--- src/rtl/moka_rv32i_mem_arbiter_pkg.sv ---
// Shared types for the moka rv32i memory arbiter.
// FSM states, requester ids and default bus widths.
package moka_rv32i_pkg;

  localparam int DEF_ADDR_W = 32;
  localparam int DEF_DATA_W = 32;

  typedef enum logic [1:0] {
    IDLE   = 2'd0,
    ACCESS = 2'd1,
    RESP   = 2'd2
  } state_e;

  typedef logic req_id_t;

  localparam req_id_t REQ_IF = 1'b0;
  localparam req_id_t REQ_LS = 1'b1;

endpackage

--- src/rtl/moka_rv32i_mem_arbiter_rr_arb2.sv ---
// Combinational 2-way round-robin pick.
// On a tie the requester not granted last wins.
module moka_rr_arb2
  import moka_rv32i_pkg::*;
(
  input  logic [1:0] req,
  input  req_id_t    last,
  output logic       valid,
  output req_id_t    pick
);

  always_comb begin
    valid = |req;
    pick  = REQ_IF;
    if (&req) begin
      pick = ~last;
    end else if (req[1]) begin
      pick = REQ_LS;
    end
  end

endmodule

--- src/rtl/moka_rv32i_mem_arbiter.sv ---
// Two-requester memory arbiter: IF vs LS.
// One access in flight; read = 3 cycles, write = 2.
module moka_rv32i_mem_arbiter
  import moka_rv32i_pkg::*;
#(
  parameter int ADDR_W = DEF_ADDR_W,
  parameter int DATA_W = DEF_DATA_W
) (
  input  logic              clk,
  input  logic              rstn,
  input  logic              en,
  input  logic              r0_req,
  input  logic [ADDR_W-1:0] r0_addr,
  input  logic              r0_we,
  input  logic [DATA_W-1:0] r0_wdata,
  input  logic              r1_req,
  input  logic [ADDR_W-1:0] r1_addr,
  input  logic              r1_we,
  input  logic [DATA_W-1:0] r1_wdata,
  output logic              r0_gnt,
  output logic              r0_rvalid,
  output logic [DATA_W-1:0] r0_rdata,
  output logic              r1_gnt,
  output logic              r1_rvalid,
  output logic [DATA_W-1:0] r1_rdata,
  output logic              mem_en,
  output logic [ADDR_W-1:0] address,
  output logic [DATA_W-1:0] wr_data,
  output logic              mem_we,
  input  logic [DATA_W-1:0] rd_data
);

  state_e            state_q, state_d;
  req_id_t           win_q, win_d;
  req_id_t           last_q, last_d;
  logic [ADDR_W-1:0] addr_q, addr_d;
  logic [DATA_W-1:0] wdata_q, wdata_d;
  logic              we_q, we_d;
  logic [DATA_W-1:0] r0_rdata_q, r0_rdata_d;
  logic [DATA_W-1:0] r1_rdata_q, r1_rdata_d;
  logic              r0_rvalid_q, r0_rvalid_d;
  logic              r1_rvalid_q, r1_rvalid_d;

  logic    pick_valid;
  req_id_t pick;
  logic    access;

  moka_rr_arb2 u_arb (
    .req   ({r1_req, r0_req}),
    .last  (last_q),
    .valid (pick_valid),
    .pick  (pick)
  );

  always_comb begin
    state_d     = state_q;
    win_d       = win_q;
    last_d      = last_q;
    addr_d      = addr_q;
    wdata_d     = wdata_q;
    we_d        = we_q;
    r0_rdata_d  = r0_rdata_q;
    r1_rdata_d  = r1_rdata_q;
    r0_rvalid_d = 1'b0;
    r1_rvalid_d = 1'b0;
    unique case (state_q)
      IDLE: begin
        if (en && pick_valid) begin
          win_d   = pick;
          addr_d  = pick ? r1_addr : r0_addr;
          wdata_d = pick ? r1_wdata : r0_wdata;
          we_d    = pick ? r1_we : r0_we;
          state_d = ACCESS;
        end
      end
      ACCESS: begin
        // pointer moves only when the grant is issued
        last_d  = win_q;
        state_d = we_q ? IDLE : RESP;
      end
      RESP: begin
        if (win_q) begin
          r1_rdata_d  = rd_data;
          r1_rvalid_d = 1'b1;
        end else begin
          r0_rdata_d  = rd_data;
          r0_rvalid_d = 1'b1;
        end
        state_d = IDLE;
      end
      default: state_d = IDLE;
    endcase
  end

  always_ff @(posedge clk or negedge rstn) begin
    if (!rstn) begin
      state_q     <= IDLE;
      win_q       <= REQ_IF;
      last_q      <= REQ_LS;
      addr_q      <= '0;
      wdata_q     <= '0;
      we_q        <= 1'b0;
      r0_rdata_q  <= '0;
      r1_rdata_q  <= '0;
      r0_rvalid_q <= 1'b0;
      r1_rvalid_q <= 1'b0;
    end else begin
      state_q     <= state_d;
      win_q       <= win_d;
      last_q      <= last_d;
      addr_q      <= addr_d;
      wdata_q     <= wdata_d;
      we_q        <= we_d;
      r0_rdata_q  <= r0_rdata_d;
      r1_rdata_q  <= r1_rdata_d;
      r0_rvalid_q <= r0_rvalid_d;
      r1_rvalid_q <= r1_rvalid_d;
    end
  end

  always_comb begin
    access  = (state_q == ACCESS);
    mem_en  = access;
    mem_we  = access & we_q;
    address = access ? addr_q : '0;
    wr_data = access ? wdata_q : '0;
    r0_gnt  = access & (win_q == REQ_IF);
    r1_gnt  = access & (win_q == REQ_LS);
  end

  assign r0_rvalid = r0_rvalid_q;
  assign r1_rvalid = r1_rvalid_q;
  assign r0_rdata  = r0_rdata_q;
  assign r1_rdata  = r1_rdata_q;

endmodule

--- config.mk ---
export PLATFORM = sky130hd
export DESIGN_NAME = moka_rv32i_mem_arbiter
export DESIGN_NICKNAME = d
export VERILOG_FILES = /design/src/rtl/moka_rv32i_mem_arbiter_pkg.sv /design/src/rtl/moka_rv32i_mem_arbiter_rr_arb2.sv /design/src/rtl/moka_rv32i_mem_arbiter.sv
export SDC_FILE = /design/constraint.sdc
export NUM_CORES = 1
export LEC_CHECK = 0
export CAP_MARGIN = 20
export CORE_ASPECT_RATIO = 1.1
export CORE_MARGIN = 4
export CORE_UTILIZATION = 44
export CTS_CLUSTER_SIZE = 28
export DETAILED_ROUTE_END_ITERATION = 12
export PLACE_DENSITY = 0.85
export SYNTH_ARGS = -nofsm -noshare
export SYNTH_HDL_FRONTEND = slang
export SYNTH_SLANG_ARGS = --single-unit
--- constraint.sdc ---
create_clock -name clk -period 3.1 [get_ports clk]
set_input_delay 0.31 -clock clk [delete_from_list [all_inputs] [get_ports clk]]
set_output_delay 0.31 -clock clk [all_outputs]
set_load 0.02 [all_outputs]
== After elaboration in Yosys (flattened, before gate mapping) ==
Index checks and enable logic that the tools add are counted.
Operators by class
  eq/ne operators: 3
  muxes and demuxes: 14
  bitwise operators: 5
  reduce and logical (&&, ||, !) cells: 7
Operators with widths (count)
  $mux W32: 4
  $reduce_and A2 Y1: 4
  $mux W1: 7
  $mux W2: 2
  $pmux W2 S2: 1
  $and A1 B1 Y1: 3
  $eq A2 B1 Y1 const B: 1
  $eq A2 B2 Y1 const B: 1
  $logic_not A2 Y1: 1
  $ne A2 B2 Y1 const B: 1
  $not A1 Y1: 2
  $reduce_or A2 Y1: 1
  $logic_and A1 B1 Y1: 1
Word-level totals
  register bits after elaboration: 135
  input bits: 167
  output and inout port bits: 134
  logic and storage cells: 39

== Depth between registers and ports, before layout ==
Gate-level depths: netlist of run 1.
  depth after elaboration: 4
  depth in mapped cells: 5
  gate-level depth less buffers: 3

== Cells and area by module ==
A second synthesis of run 1 with hierarchy kept.
Second synthesis, totals
  cells, all modules: 434
  area, all modules: 6217.2 um^2
Modules (own cells, without submodules)
  moka_rv32i_mem_arbiter: instances 1, cells each 432, area an instance 6203.4 um^2, sequential area each 3379.5 um^2
  moka_rr_arb2: instances 1, cells each 2, area an instance 13.8 um^2, sequential area each 0.0 um^2

== Worst setup path after synthesis of run 1 ==
OpenSTA, ideal clock, no wires.
  path type: register to output
  start: reg state_q[1]
  end: out wr_data[22]
  data arrival time: 1.292 ns
  data required time: 2.790 ns
  slack: 1.498 ns
  stages on the path, launching flop included: 5
  cell sequence: dfrtp_1 -> nand2b_1 -> inv_1 -> clkbuf_1 -> and2_1
Between the ends
  cells in the longest elaborated chain, start to end: 2
RTL lines
  start: declaration: RTL line moka_rv32i_mem_arbiter.sv:33  | state_e state_q, state_d;
  start signal: assignment: RTL line moka_rv32i_mem_arbiter.sv:108  | state_q <= state_d;
  $eq A2 B1 Y1: RTL line moka_rv32i_mem_arbiter.sv:122  | access = (state_q == ACCESS);
  net mem_en: RTL line moka_rv32i_mem_arbiter.sv:26  | output logic mem_en,
  $mux W32: RTL line moka_rv32i_mem_arbiter.sv:126  | wr_data = access ? wdata_q : '0;
  end: declaration: RTL line moka_rv32i_mem_arbiter.sv:28  | output logic [DATA_W-1:0] wr_data,
The timed path passes the listed nets, and every way through them passes these cells.

== Worst setup path in the final report of run 1 ==
  start: reg state_q[1]
  end: out address[28]
Between the ends
  cells in the longest elaborated chain, start to end: 2
RTL lines
  $eq A2 B1 Y1: RTL line moka_rv32i_mem_arbiter.sv:122
  $mux W32: RTL line moka_rv32i_mem_arbiter.sv:125  | address = access ? addr_q : '0;
  end: declaration: RTL line moka_rv32i_mem_arbiter.sv:27  | output logic [ADDR_W-1:0] address,
No other way between the ends.

==> impl_metrics.ini, run 1 <==
[synthesis]
syn-instance-count = 458
synthMuxAreaShare = 0.122
synthXorXnorAreaFrac = 0
synthSimpleGateAreaFrac = 0.0774
synth_area_per_cell_um2 = 13.1
synth_compound_area_frac = 0.195
synthAdderAreaFrac = 0
postSynthNetCount = 625
synth_area_mm2 = 0.00598
synth_top_family_by_area = compound AO/OA/AOI/OAI gates
yosys_register_bits = 135
seq_area_frac_synth = 0.565
yosys_warnings = 0
synth_cell_types = 21

[setup_path]
critical_path_buf_inv_count = 3
cpLargestDelayFamily = buffers and inverters
slowest_stage = clkdlybuf4s50_1
cp_data_arrival_time_ns = 2.31
path_cells = nand2b_1, inv_1, buf_4, and2_1, clkdlybuf4s50_1
max_stage_delay_ns = 0.62
startpoint_type = register
worstPathMaxFanout = 41
cp-end-kind = output port
path_class = register to output port
required_ns = 2.79

[grt]
gr-total-overflow = 0
grt_pass1_vias = 5450
grt_antenna_before_repair = 0
grtUsageTotal = 0.249
grt_pass1_wl_um = 30300
grt_max_degree = 72

[layout]
multi_input_area_mm2 = 0.00238
layout_commonest_cell = clkdlybuf4s50_1
fin_nets = 908
syn2layout_area_growth_pct = 62.3
diodes = 0
seqCellArea_mm2 = 0.00338
final_cell_mix = 299 x clkdlybuf4s50_1, 134 x dfrtp_1, 65 x and2_1, 65 x o32ai_1, 65 x a2bb2oi_1
n_fill_cell = 909
fin_cells = 938
post-route-util = 0.731
drive_gt1_frac = 0.146

[cts]
ctsHoldBuffers = 1
post_cts_buffers = 0
cts_tree = built
path_clk_slew_ns = 0.06
cts_sinks = 135
clock_latency_ns = 0.41
cts_root_buffer = clkbuf_16
htreeDepth = 4
cts_buffers = 17
cts-resized-gates = 0
cts_buffer_depth = 2

[pwr]
leakage_nw = 3.81
power_density_mw_per_mm2 = 842
ir_drop_mv = 0.632

[drt]
vias = 5090
drtIter0Drc = 260
drtPass1Iterations = 4
drt-total-wl_um = 19700
wl_per_cell_um = 21.0
via_per_inst = 5.43
detail-route-antenna-nets = 0
drc_errors = 0

[floorplanning]
die_w_um = 119
io_pins = 301
initial_core_util = 0.451
dieArea_mm2 = 0.0155
core_mm2 = 0.0133
rows = 44
die_h_um = 130

[sta]
slew_headroom = 0.529
setup_viol = 0
drv_slew = 0
fin_skew_ns = 0.00990
worst_slew_pin_slew_ns = 0.707
min_period_over_period = 0.844
period_minus_slack_ns = 2.62
rsz0062_at_grt = false
hold_viol = 0
fmax_ghz = 0.382
timing.hold.ws_ns = 0.461
setup_tns_ns = 0

[place]
dp_cells = 905
dp_hpwl_um = 14400
io_buffer_count = 300
gp_congestion = 0.797

[outcome]
status = finished, final reports clean

[min_path]
min_path_type = input port to asynchronous set/reset pin

[job]
cap_violations = 0
## layout make-up
cell class | count | share of cell area
Sequential cell | 135 | 0.348
Inverter | 4 | 0.00155
Clock buffer | 18 | 0.0442
Multi-Input combinational cell | 271 | 0.245
Clock inverter | 14 | 0.0119
Tap cell | 184 | 0.0237
Timing Repair Buffer | 312 | 0.325
## report_power, final
group	leakage (nW)	switching, mW	internal [mW]
logic	2.03	1.63	1.85
clock network	0.247	0.791	1.04
registers	1.54	0.393	2.47
## cell usage after synthesis
cell type	count	area [µm²]
mux2_1	4	45.0
dfstp_2	1	26.3
nor2b_1	1	6.26
a21o_1	1	7.51
a2bb2oi_1	65	569
and2_1	65	407
nor2_1	3	11.3
a21bo_2	1	10.0
nand2b_1	1	6.26
buf_4	8	60.1
clkbuf_1	16	60.1
buf_2	14	70.1
o21a_1	1	7.51
mux2_2	60	676
dfrtp_1	134	3350
o32ai_1	65	569
nor3b_2	2	25.0
mux2i_1	1	10.0
nand3b_1	1	7.51
inv_1	4	15.0
buf_1	10	37.5
## state kept, by name, indices dropped and copies added, names as in the netlist
signal     cells
last_q         1
we_q           1
win_q          1
r0_rvalid      1
state_q        2
addr_q        32
r1_rdata      32
r1_rvalid      1
wdata_q       32
r0_rdata      32
## worst paths after layout
path                                    startpoint                       end  slack, ns  cells after the start
max                         state_q[1]$_DFFE_PN0P_               address[28]       0.48                      5
min                                           rstn  r1_rdata[22]$_DFFE_PN0P_       0.46                      2
max reg2reg                 state_q[0]$_DFFE_PN0P_    addr_q[17]$_DFFE_PN0P_       1.25                      4
min reg2reg                r0_rdata[5]$_DFFE_PN0P_   r0_rdata[5]$_DFFE_PN0P_       0.49                      1
max in group asynchronous                     rstn   r0_rdata[5]$_DFFE_PN0P_       1.81                      3
min in group clk           r0_rdata[5]$_DFFE_PN0P_   r0_rdata[5]$_DFFE_PN0P_       0.49                      1
## through the flow
step,setup WS [ns],total power [mW],cell area (µm²)
2_1_floorplan,1.50,4.58,5980
3_3_place_gp,1.00,6.24,9150
3_5_place_dp,0.876,6.36,9150
4_1_cts,0.439,8.25,9700
5_1_grt,0.322,8.60,9700
6_report,0.484,8.17,9700
## logic make-up after synthesis
kind of cell	after synthesis
flip-flops	135
AO/OA/AOI/OAI	133
AND/OR/NAND/NOR	73
multiplexers	65
buffers and inverters	52
## routing by layer
metal,routed length [µm],track usage
met1,7190,0.274
met2,10000,0.436
met3,2130,0.114
met4,367,0.0736
met5,0,0
(Power assumes the default switching activity.)
==> inputs of run 2 (changes only) <==
--- a/config.mk
+++ b/config.mk
@@ -8,10 +8,10 @@
 export CAP_MARGIN = 20
 export CORE_ASPECT_RATIO = 1.1
 export CORE_MARGIN = 4
-export CORE_UTILIZATION = 44
+export CORE_UTILIZATION = 40
 export CTS_CLUSTER_SIZE = 28
 export DETAILED_ROUTE_END_ITERATION = 12
-export PLACE_DENSITY = 0.85
+export PLACE_DENSITY = 0.78
 export SYNTH_ARGS = -nofsm -noshare
 export SYNTH_HDL_FRONTEND = slang
 export SYNTH_SLANG_ARGS = --single-unit
==> constraint.sdc (replaced) <==
create_clock -name clk -period 2.6 [get_ports clk]
set_input_delay 0.26 -clock clk [delete_from_list [all_inputs] [get_ports clk]]
set_output_delay 0.26 -clock clk [all_outputs]
set_load 0.02 [all_outputs]
==> run 2 against run 1 <==
Clock power increased by 39%. Utilization decreased by 5.4 points. Clock skew decreased by 0.0011 ns. Critical path type unchanged. Critical path depth is the same. Sequential power is 19% higher. Clock-buffer cell count increased by 1. Worst hold slack got worse by 0.058 ns. Via count increased by 1.0%. Design area increased by 1.6%. Largest cell class unchanged. Sequential share of layout area decreased by 0.54 points. Die area increased by 9.3%.
==> impl_metrics.ini, run 2 (synthesis results as in run 1) <==
[sta]
worst_slew_pin_slew_ns = 0.862
timing.hold.ws_ns = 0.403
min_period_over_period = 0.960
drv_slew = 0
setup_ws_ns = 0.104
rsz0062_at_grt = true
fin_skew_ns = 0.00876
period_minus_slack_ns = 2.50
slew_headroom = 0.426
fmax_ghz = 0.401
hold_viol = 0
setup_tns_ns = 0
setup_viol = 0

[drt]
via_per_inst = 5.42
drtPass1Iterations = 4
detail-route-antenna-nets = 0
drtIter0Drc = 136
drc_errors = 0
wl_per_cell_um = 20.7
drt-total-wl_um = 19700
vias = 5142

[layout]
diodes = 0
final_cell_mix = 280 x clkdlybuf4s50_1, 134 x dfrtp_1, 65 x and2_1, 65 x o32ai_1, 65 x a2bb2oi_1
drive_gt1_frac = 0.149
stdcell_area_mm2 = 0.00986
syn2layout_area_growth_pct = 64.8
layout_commonest_cell = clkdlybuf4s50_1
fin_nets = 911

[grt]
grt_max_degree = 66
grt_antenna_before_repair = 0
grt_pass1_wl_um = 30800
gr-total-overflow = 0
grtUsageTotal = 0.230
grt_pass1_vias = 5731

[job]
cap_violations = 0

[setup_path]
startpoint_type = register
required_ns = 2.34
cp_data_arrival_time_ns = 2.24
r2r_slack_ns = 0.96
path_class = register to output port
r2r_cells = 3
r2r_end = wdata_q[6]$_DFFE_PN0P_
worstPathMaxFanout = 21
cp-end-kind = output port
reg2reg_from = state_q[0]$_DFFE_PN0P_

[place]
gp_congestion = 0.834
place_area_mm2 = 0.00916
dp_slack_ns = 0.422
dp_hpwl_um = 14600
io_buffer_count = 300

[cts]
cts_tree = built
cts_buffers = 17
clock_latency_ns = 0.42
cts_root_buffer = clkbuf_16
cts_buffer_depth = 2
cts_sinks = 135
path_clk_slew_ns = 0.06
htreeDepth = 4

[floorplanning]
die_w_um = 125
dieArea_mm2 = 0.0170
core_mm2 = 0.0146
rows = 46
initial_core_util = 0.411
die_h_um = 136
io_pins = 301

[pwr]
power_density_mw_per_mm2 = 1030
leakage_nw = 4.18
ir_drop_mv = 0.706

[outcome]
status = finished, final reports clean

[min_path]
min_path_type = input port to asynchronous set/reset pin
run 2: metrics by stage:
stage,cells,util,total power [mW]
after floorplan,458,-,5.46
after global placement,916,0.629,7.47
after detailed placement,916,0.629,7.61
after CTS,949,0.673,10.2
after global routing,949,0.677,10.6
final,949,0.677,10.1
run 2: critical path: stages (launching register included):
cell and delay (ns):
dfrtp_1 0.43, nand2b_1 0.23, inv_1 0.13, buf_4 0.24
and2_1 0.16, clkdlybuf4s50_1 0.61
run 2: how the worst max path moves through the flow:
stage	startpoint	to	slack (ns)	depth (start not counted)
after detailed placement	r0_req	wdata_q[6]$_DFFE_PN0P_	0.42	5
after floorplan	state_q[1]$_DFFE_PN0P_	wr_data[22]	1.05	4
final	state_q[1]$_DFFE_PN0P_	wr_data[18]	0.10	5
after global placement	state_q[1]$_DFFE_PN0P_	address[2]	0.48	5
after CTS	state_q[1]$_DFFE_PN0P_	address[2]	0.04	5
after global routing	state_q[1]$_DFFE_PN0P_	wr_data[14]	-0.01	5
run 2: what timing repair did:
| item | in CTS | in global routing |
|---|---|---|
| gates cloned | 0 | 0 |
| buffers inserted | 0 | 0 |
| gates resized for setup | 1 | 20 |
| setup endpoints to repair | 25 | 51 |
| hold buffers | 1 | 0 |
| endpoints found under the hold margin | 47 | 0 |
run 2: report_power, final:
group          switching, mW  internal (mW)  total [mW]  leakage (nW)
clock network          0.909           1.64        2.55         0.310
logic                   1.95           2.20        4.15          2.33
registers              0.467           2.94        3.41          1.54
total                   3.33           6.78        10.1          4.18
run 2: layer usage:
layer	global-route usage	vias up	wire length [µm]
li1	-	2325	-
met1	0.246	2538	7120
met2	0.385	236	9820
met3	0.120	43	2100
met4	0.0932	0	639
met5	0	-	0
run 2: layout make-up:
cell class | count | area [µm²]
fillers | 1070 | 4700
flip-flops and latches | 135 | 3380
repair buffers | 315 | 3210
multi-input cells | 271 | 2380
clock buffers | 19 | 443
well taps | 192 | 240
clock inverters | 13 | 193
inverters | 4 | 15.0
==> inputs of run 3 (changes only) <==
--- a/config.mk
+++ b/config.mk
@@ -11,6 +11,7 @@
 export CORE_UTILIZATION = 40
 export CTS_CLUSTER_SIZE = 28
 export DETAILED_ROUTE_END_ITERATION = 12
+export HOLD_SLACK_MARGIN = 0.03
 export PLACE_DENSITY = 0.78
 export SYNTH_ARGS = -nofsm -noshare
 export SYNTH_HDL_FRONTEND = slang
==> results of run 3 <==
No change in the layout: final DEF, timing and power equal those of run 2.
